**src/rtl/pad_window_fetcher_pkg.sv**
```systemverilog
// rtl/pad_window_fetcher_pkg.sv - shared geometry constants and FSM state type for the padded window fetcher
package pad_window_fetcher_pkg;
    localparam int IMG_W = 64;
    localparam int PAD_W = IMG_W + 2;
    localparam int DW    = 20;
    localparam int AW    = 13;
    localparam int HOLD  = 2;
    localparam int HW    = (HOLD > 1) ? $clog2(HOLD) : 1;

    typedef enum logic [1:0] {
        IDLE,
        FETCH,
        EMIT,
        DONE
    } state_t;
endpackage

```
**src/rtl/pad_window_fetcher_window_shift_reg.sv**
```systemverilog
// rtl/pad_window_fetcher_window_shift_reg.sv - 3x3 tap store; loads into column 2, shifts columns left
module window_shift_reg
    import pad_window_fetcher_pkg::*;
(
    input  logic            clk,
    input  logic            reset,
    input  logic            load,
    input  logic [1:0]      load_dr,
    input  logic            shift,
    input  logic [DW-1:0]   din,
    output logic [9*DW-1:0] win_flat
);
    logic [DW-1:0] taps [3][3];   // taps[dc][dr]

    // shift and load may coincide: the shift reads the old column 2 before it is overwritten
    always_ff @(posedge clk or posedge reset) begin
        if (reset) begin
            for (int i = 0; i < 3; i++)
                for (int j = 0; j < 3; j++)
                    taps[i][j] <= '0;
        end else begin
            if (shift) begin
                for (int j = 0; j < 3; j++) begin
                    taps[0][j] <= taps[1][j];
                    taps[1][j] <= taps[2][j];
                end
            end
            if (load)
                taps[2][load_dr] <= din;
        end
    end

    always_comb begin
        win_flat = '0;
        for (int dr = 0; dr < 3; dr++)
            for (int dc = 0; dc < 3; dc++)
                win_flat[DW*(3*dr+dc) +: DW] = taps[dc][dr];
    end
endmodule

```
**src/rtl/pad_window_fetcher.sv**
```systemverilog
// rtl/pad_window_fetcher.sv - raster-scans the padded image and emits one 3x3 window per centre
module pad_window_fetcher
    import pad_window_fetcher_pkg::*;
(
    input  logic            clk,
    input  logic            reset,
    input  logic            start,
    output logic            busy,
    output logic            done,
    output logic [AW-1:0]   pseudo_addr,
    input  logic [DW-1:0]   data,
    output logic            win_valid,
    input  logic            win_ready,
    output logic [9*DW-1:0] win_flat,
    output logic [5:0]      win_row,
    output logic [5:0]      win_col
);
    state_t        state, next_state;
    logic [5:0]    row, col;
    logic [AW-1:0] row_base;
    logic [1:0]    tap_dr, tap_dc;
    logic [HW-1:0] hold_cnt;
    logic          addr_pending;
    logic          capture, accept, last_tap, last_win;

    assign last_tap  = (tap_dr == 2'd2) && (tap_dc == 2'd2);
    assign last_win  = (row == 6'(IMG_W-1)) && (col == 6'(IMG_W-1));
    assign busy      = (state == FETCH) || (state == EMIT);
    assign done      = (state == DONE);
    assign win_valid = (state == EMIT);
    assign win_row   = row;
    assign win_col   = col;

    always_ff @(posedge clk or posedge reset) begin
        if (reset) state <= IDLE;
        else       state <= next_state;
    end

    always_comb begin
        next_state = state;
        capture    = 1'b0;
        accept     = 1'b0;
        case (state)
            IDLE:  if (start) next_state = FETCH;
            FETCH: if (!addr_pending && hold_cnt == HW'(HOLD-1)) begin
                capture = 1'b1;
                if (last_tap) next_state = EMIT;
            end
            EMIT:  if (win_ready) begin
                accept     = 1'b1;
                next_state = last_win ? DONE : FETCH;
            end
            DONE:  next_state = IDLE;
            default: next_state = IDLE;
        endcase
    end

    // After an accept one cycle is spent forming the new column's base address from row_base.
    always_ff @(posedge clk or posedge reset) begin
        if (reset) begin
            row          <= '0;
            col          <= '0;
            row_base     <= '0;
            pseudo_addr  <= '0;
            tap_dr       <= '0;
            tap_dc       <= '0;
            hold_cnt     <= '0;
            addr_pending <= 1'b0;
        end else begin
            case (state)
                IDLE: if (start) begin
                    row          <= '0;
                    col          <= '0;
                    row_base     <= '0;
                    pseudo_addr  <= '0;
                    tap_dr       <= '0;
                    tap_dc       <= '0;
                    hold_cnt     <= '0;
                    addr_pending <= 1'b0;
                end
                FETCH: begin
                    if (addr_pending) begin
                        addr_pending <= 1'b0;
                        pseudo_addr  <= row_base + AW'(col) + ((col == '0) ? AW'(0) : AW'(2));
                    end else if (capture) begin
                        hold_cnt <= '0;
                        if (tap_dr == 2'd2) begin
                            if (!last_tap) begin
                                tap_dr      <= '0;
                                tap_dc      <= tap_dc + 2'd1;
                                pseudo_addr <= pseudo_addr - AW'(2*PAD_W - 1);
                            end
                        end else begin
                            tap_dr      <= tap_dr + 2'd1;
                            pseudo_addr <= pseudo_addr + AW'(PAD_W);
                        end
                    end else begin
                        hold_cnt <= hold_cnt + HW'(1);
                    end
                end
                EMIT: if (accept) begin
                    if (col == 6'(IMG_W-1)) begin
                        col      <= '0;
                        row      <= row + 6'd1;
                        row_base <= row_base + AW'(PAD_W);
                        tap_dc   <= 2'd0;
                    end else begin
                        col    <= col + 6'd1;
                        tap_dc <= 2'd2;
                    end
                    tap_dr       <= '0;
                    hold_cnt     <= '0;
                    addr_pending <= 1'b1;
                end
                DONE: pseudo_addr <= '0;
                default: ;
            endcase
        end
    end

    window_shift_reg u_win (
        .clk      (clk),
        .reset    (reset),
        .load     (capture),
        .load_dr  (tap_dr),
        .shift    (capture && (tap_dr == 2'd0) && (tap_dc != 2'd0)),
        .din      (data),
        .win_flat (win_flat)
    );
endmodule

```
**config.mk**
```make
export PLATFORM = sky130hd
export DESIGN_NAME = pad_window_fetcher
export DESIGN_NICKNAME = d
export VERILOG_FILES = /design/src/rtl/pad_window_fetcher_pkg.sv /design/src/rtl/pad_window_fetcher_window_shift_reg.sv /design/src/rtl/pad_window_fetcher.sv
export SDC_FILE = /design/constraint.sdc
export NUM_CORES = 1
export LEC_CHECK = 0
export ABC_CLOCK_PERIOD_IN_PS = 7300
export CELL_PAD_IN_SITES_DETAIL_PLACEMENT = 1
export CELL_PAD_IN_SITES_GLOBAL_PLACEMENT = 1
export CORE_MARGIN = 1
export CORE_UTILIZATION = 30
export CTS_CLUSTER_SIZE = 20
export DETAILED_ROUTE_END_ITERATION = 7
export GPL_ROUTABILITY_DRIVEN = 0
export PLACE_DENSITY_LB_ADDON = 0.1
export RECOVER_POWER = 25
export SETUP_SLACK_MARGIN = 0.05
export SLEW_MARGIN = 20
export SYNTH_ARGS = -nofsm -noshare
export SYNTH_HDL_FRONTEND = slang
export SYNTH_HIERARCHICAL = 1
export SYNTH_SLANG_ARGS = --single-unit
```
**constraint.sdc**
```tcl
create_clock -name clk -period 7.3 [get_ports clk]
set_input_delay 0.73 -clock clk [delete_from_list [all_inputs] [get_ports clk]]
set_output_delay 0.73 -clock clk [all_outputs]
set_load 0.01 [all_outputs]
```
== Word-level counts from Yosys, hierarchy flattened ==
Index checks and enable logic that the tools add are counted.
Word-level totals
  register bits: 226
Operators by class
  eq/ne operators: 20
  reductions and logical operators: 23
  order comparisons: 2
  mux-type cells: 51
  $add $sub $neg: 10
  bitwise operators: 1
Operators by type and width (number)
  13-bit 2-to-1 mux: 7
  60-bit bitwise mux: 1
  20-bit demux with 2-bit select: 1
  13-bit one-hot mux with 3 select lines: 1
  2-bit 2-to-1 mux: 18
  6-bit 2-to-1 mux: 5
  13-bit by 7-bit adder with 13-bit output (second input constant): 2
  13-bit one-hot mux with 2 select lines: 1
  6-bit one-hot mux with 2 select lines: 2
  20-bit 2-to-1 mux: 1
  4-bit AND reduction: 4
  13-bit by 2-bit adder with 13-bit output: 1
  13-bit by 6-bit adder with 13-bit output: 1
  13-bit by 8-bit subtractor with 13-bit output (second input constant): 1
  6-bit by 1-bit adder with 6-bit output (second input constant): 2
  6-bit equality test (second input constant): 2
  2-bit inequality test (second input constant): 6
  2-bit one-hot mux with 3 select lines: 2
  1-bit 2-to-1 mux: 9
  2-bit equality test (second input constant): 4
  2-bit by 1-bit inequality test with 1-bit output (second input constant): 4
  2-bit one-hot mux with 4 select lines: 1
  7-bit AND reduction: 1
  1-bit logical AND: 6
  other kinds (17): 24

== Logic depth before layout (Yosys ltp) ==
  depth in word-level cells: 7
  depth in mapped cells: 10

== By module ==
Netlist, hierarchy kept.
Modules (own cells, without submodules)
  window_shift_reg: area each 6687.7 sq um, sequential area each 4504.3 sq um, cells an instance 383, times used 1
  pad_window_fetcher: area each 3432.0 sq um, sequential area each 1126.1 sq um, cells an instance 384, times used 1

== Worst setup path after synthesis ==
OpenSTA, ideal clock, no wires.
  path kind: register to register
  start point: register col[2] (netlist: win_col[2])
  end point: register pseudo_addr[9]
  arrival: 2.402 ns
  stages on the path, launching flop included: 10
  clock period less this slack: 2.535 ns
  path slack: 4.765 ns
  setup time: 0.134 ns
  buffers on the path: 0
  cell sequence: dfrtp_1 nor4_1 nand2_1 fa_1 fa_1 a21oi_1 o211ai_1 or3b_2 xor2_1 o211ai_1
On the way
  longest elaborated chain between the ends: 5
RTL lines
  start, declared: RTL line pad_window_fetcher.sv:19  | logic [5:0] row, col;
  start signal, assigned: RTL line pad_window_fetcher.sv:108  | col <= col + 6'd1;
  branches (longest 2 deep; another with 13-bit by 6-bit adder with 13-bit output)
  13-bit by 2-bit adder with 13-bit output (*): RTL line pad_window_fetcher.sv:84  | pseudo_addr <= row_base + AW'(col) + ((col == '0) ? AW'(0) : AW'(2));
  13-bit 2-to-1 mux (*): RTL line pad_window_fetcher.sv:82  | if (addr_pending) begin
  13-bit one-hot mux with 3 select lines (*): RTL line pad_window_fetcher.sv:70  | case (state)
  end signal, assigned: RTL line pad_window_fetcher.sv:84
  end signal, assigned: RTL line pad_window_fetcher.sv:91  | pseudo_addr <= pseudo_addr - AW'(2*PAD_W - 1);
  end signal, assigned: RTL line pad_window_fetcher.sv:95  | pseudo_addr <= pseudo_addr + AW'(PAD_W);
  end, declared: RTL line pad_window_fetcher.sv:10  | output logic [AW-1:0] pseudo_addr,
Mark *: on every way between the ends.
A chain may end at the register's enable or synchronous reset.

==> impl_metrics.csv <==
group,metric,value,unit
clocking,cts.repair.resized,0,
floorplanning,boundaryPins,232,
synth,synth_ff_type,"dfrtp_1",
clocking,clk_latency,550,ps
outcome,status,"finished with violations",
global_route,grt_max_degree,83,
clocking,clk_pin_slew,60,ps
synth,yosysSeqAreaShare,55.6,%
final_layout,n_fill_cell,3513,
sta,slew_violations,129,
clocking,cts_max_level,1,
critical_path,crit_chain,"dlygate4sd3_1 -> clkinvlp_2 -> buf_4",
synth,synth_edf_count,0,
sta,finalSetupViolations,0,
clocking,postCtsHoldBufs,0,
synth,synthArstFlopShare,100,%
floorplanning,row_count,66,
synth,synth_area,10100,um^2
synth,yosys-top-cells-count,"dfrtp_1 (225), mux2_2 (180), nand2_1 (39)",
final_layout,diodes,0,
flow_run,drv_cap,2,
clocking,cts.root.buffer_cell,"clkbuf_16",
place,place_ws,3710,ps
routing,routed_wl,27700,um
power,leakagePower,5.82,nW
routing,vias_per_cell,4.75,
floorplanning,start_util,30.8,%
power,p_per_area,374,nW/um^2
synth,ys_types,73,
routing,route.detailed.drc,0,
floorplanning,fp.dieW,186,um
synth,synthTopCellsByArea,"dfrtp_1 (56%), mux2_2 (20%), ha_1 (2.8%)",
critical_path,cp-end-kind,"async pin",
clocking,clock_path_buffers,3,
outcome,violations,"max-capacitance violations, max-slew violations",
sta,finClkSkew,18.1,ps
synth,synth_top_area_share,55.6,%
global_route,grt_usage,16.2,%
critical_path,critPathRequiredTime,7860,ps
clocking,cts_tree,"done",
sta,finalCritPeriodShare,52.9,%
critical_path,start_kind,"input pin",
floorplanning,die_h,186,um
synth,synth.most_common_cell,"dfrtp_1",
sta,worst_pin_slew,3710,ps
place,port_buffers,231,
sta,hold_viol_final,0,
final_layout,multiInputGateArea,4220,um^2
critical_path,crit_family,"buffers and inverters",
power,power,5.14,mW
synth,yosys.area.top_type,"dfrtp_1",
sta,slew_headroom,-149,%
routing,dr.pass1.iters,4,
floorplanning,core,32900,um^2
final_layout,drive_above_1_share,24.9,%
routing,wl_per_cell,18.9,um
routing,via_count,6959,
clocking,cts.sinks,225,
sta,layout_setup_ws,3440,ps
final_layout,area_delta_synth_final,36.0,%
critical_path,crit_buf_inv,3,
critical_path,arrival,4420,ps
global_route,grt_first_pass_wirelength,43300,um
critical_path,crit_type,"in2async",
place,dpl.hpwl,19700,um
routing,drtAntennaViolNets,0,
critical_path,max_stage_delay,2100,ps
floorplanning,dieArea,34500,um^2
synth,ys_warn_count,6,
min_path,hp-class,"reg2reg",
critical_path,path_max_fanout,82,
routing,drt_iter0_markers,270,
clocking,post_cts_buffers,0,
final_layout,seqCellArea,5630,um^2
global_route,grt_pass1_vias,7133,
sta,rsz0062_at_grt,"false",
synth,synth-seq-cells,225,
synth,syn_inst,767,
global_route,antenna_found_initial,0,
sta,final.setup.tns,0,ps
synth,synth_area_per_cell,13.2,um^2
sta,period_needed,3860,ps
power,ir_drop,0.185,mV
final_layout,final_nets,1055,
critical_path,slowest_stage,"clkinvlp_2",
synth,synth_nets,816,
global_route,grt_overflow_total,0,
clocking,cts_buffers,28,
sta,timing.fmax,0.259,GHz
final timing paths:
check                                               startpoint                              to  slack [ps]  cells after the start
worst max-delay path                                     reset  u_win/win_flat[14]$_DFFE_PP0P_        3440                      3
worst min-delay path            u_win/win_flat[12]$_DFFE_PP0P_  u_win/win_flat[12]$_DFFE_PP0P_         500                      1
worst max register to register            state[1]$_DFFE_PP0P_  u_win/win_flat[14]$_DFFE_PP0P_        4030                      7
worst min register to register  u_win/win_flat[12]$_DFFE_PP0P_  u_win/win_flat[12]$_DFFE_PP0P_         500                      1
max in group clk                          state[1]$_DFFE_PP0P_  u_win/win_flat[14]$_DFFE_PP0P_        4030                      7
min in group asynchronous                                reset          win_row[4]$_DFFE_PP0P_        1700                      3
registers in the layout, summed over array words and instances, names as in the netlist:
register        cells
addr_pending        1
hold_cnt            1
pseudo_addr        13
row_base           12
state               2
tap_dc              2
tap_dr              2
u_win/win_flat    180
win_col             6
win_row             6
logic make-up (layout without fill, tap and decap cells):
kind of cell | count (synthesis) | count (layout) | synth area share (%)
muxes | 185 | 185 | 20.5
other | 1 | 1 | 0.0371
adders and majority gates | 25 | 25 | 3.24
DFF | 225 | 225 | 55.6
AOI/OAI and AO/OA | 90 | 90 | 6.64
and+or+nand+nor | 164 | 164 | 9.14
buffers and inverters | 54 | 309 | 2.78
xor gates and xnor gates | 23 | 23 | 1.99
metal layers:
metal | routed length, um | track usage (%) | vias up
li1 | - | - | 3229
met1 | 12600 | 22.0 | 3538
met2 | 13300 | 26.9 | 157
met3 | 1240 | 2.41 | 35
met4 | 527 | 3.84 | 0
met5 | 0 | 0 | -
cells in the final DEF (no fill, tap or decap), types with 6 or more instances in the layout:
| cell type | count |
|---|---|
| clkdlybuf4s50_1 | 228 |
| nor2b_1 | 6 |
| nand3_1 | 24 |
| nor2_1 | 30 |
| a21oi_1 | 13 |
| ha_1 | 23 |
| mux2_2 | 180 |
| nor3_1 | 7 |
| buf_4 | 9 |
| clkbuf_1 | 9 |
| xor2_1 | 6 |
| nand3b_1 | 6 |
| nand2_1 | 39 |
| nand2b_1 | 7 |
| o21ai_0 | 15 |
| dfrtp_1 | 225 |
| inv_1 | 19 |
| nor3_2 | 7 |
| xnor2_1 | 17 |
| clkbuf_16 | 28 |
report_power, final:
part | leakage, nW | total, mW | internal [mW] | switching [mW]
logic | 2.52 | 1.86 | 1.03 | 0.835
registers | 2.88 | 1.96 | 1.62 | 0.341
clock network | 0.420 | 1.32 | 0.789 | 0.530
total | 5.82 | 5.14 | 3.43 | 1.71
stage by stage:
step	cells	instance area, um^2	util [%]	hold slack [ps]
after global placement	1418	12900	39.2	490
final	1464	13800	41.9	504
after global routing	1464	13800	41.9	520
after floorplan	767	10100	-	466
after detailed placement	1418	12900	39.2	496
after CTS	1464	13800	41.9	509
cell type report:
class | count | share of cell area [%]
Clock inverter | 5 | 0.582
Clock buffer | 41 | 5.81
Inverter | 21 | 0.582
Timing Repair Buffer | 242 | 17.4
Tap cell | 442 | 4.02
Multi-Input combinational cell | 488 | 30.7
Sequential cell | 225 | 40.9
Power figures use the tool's default switching activity.
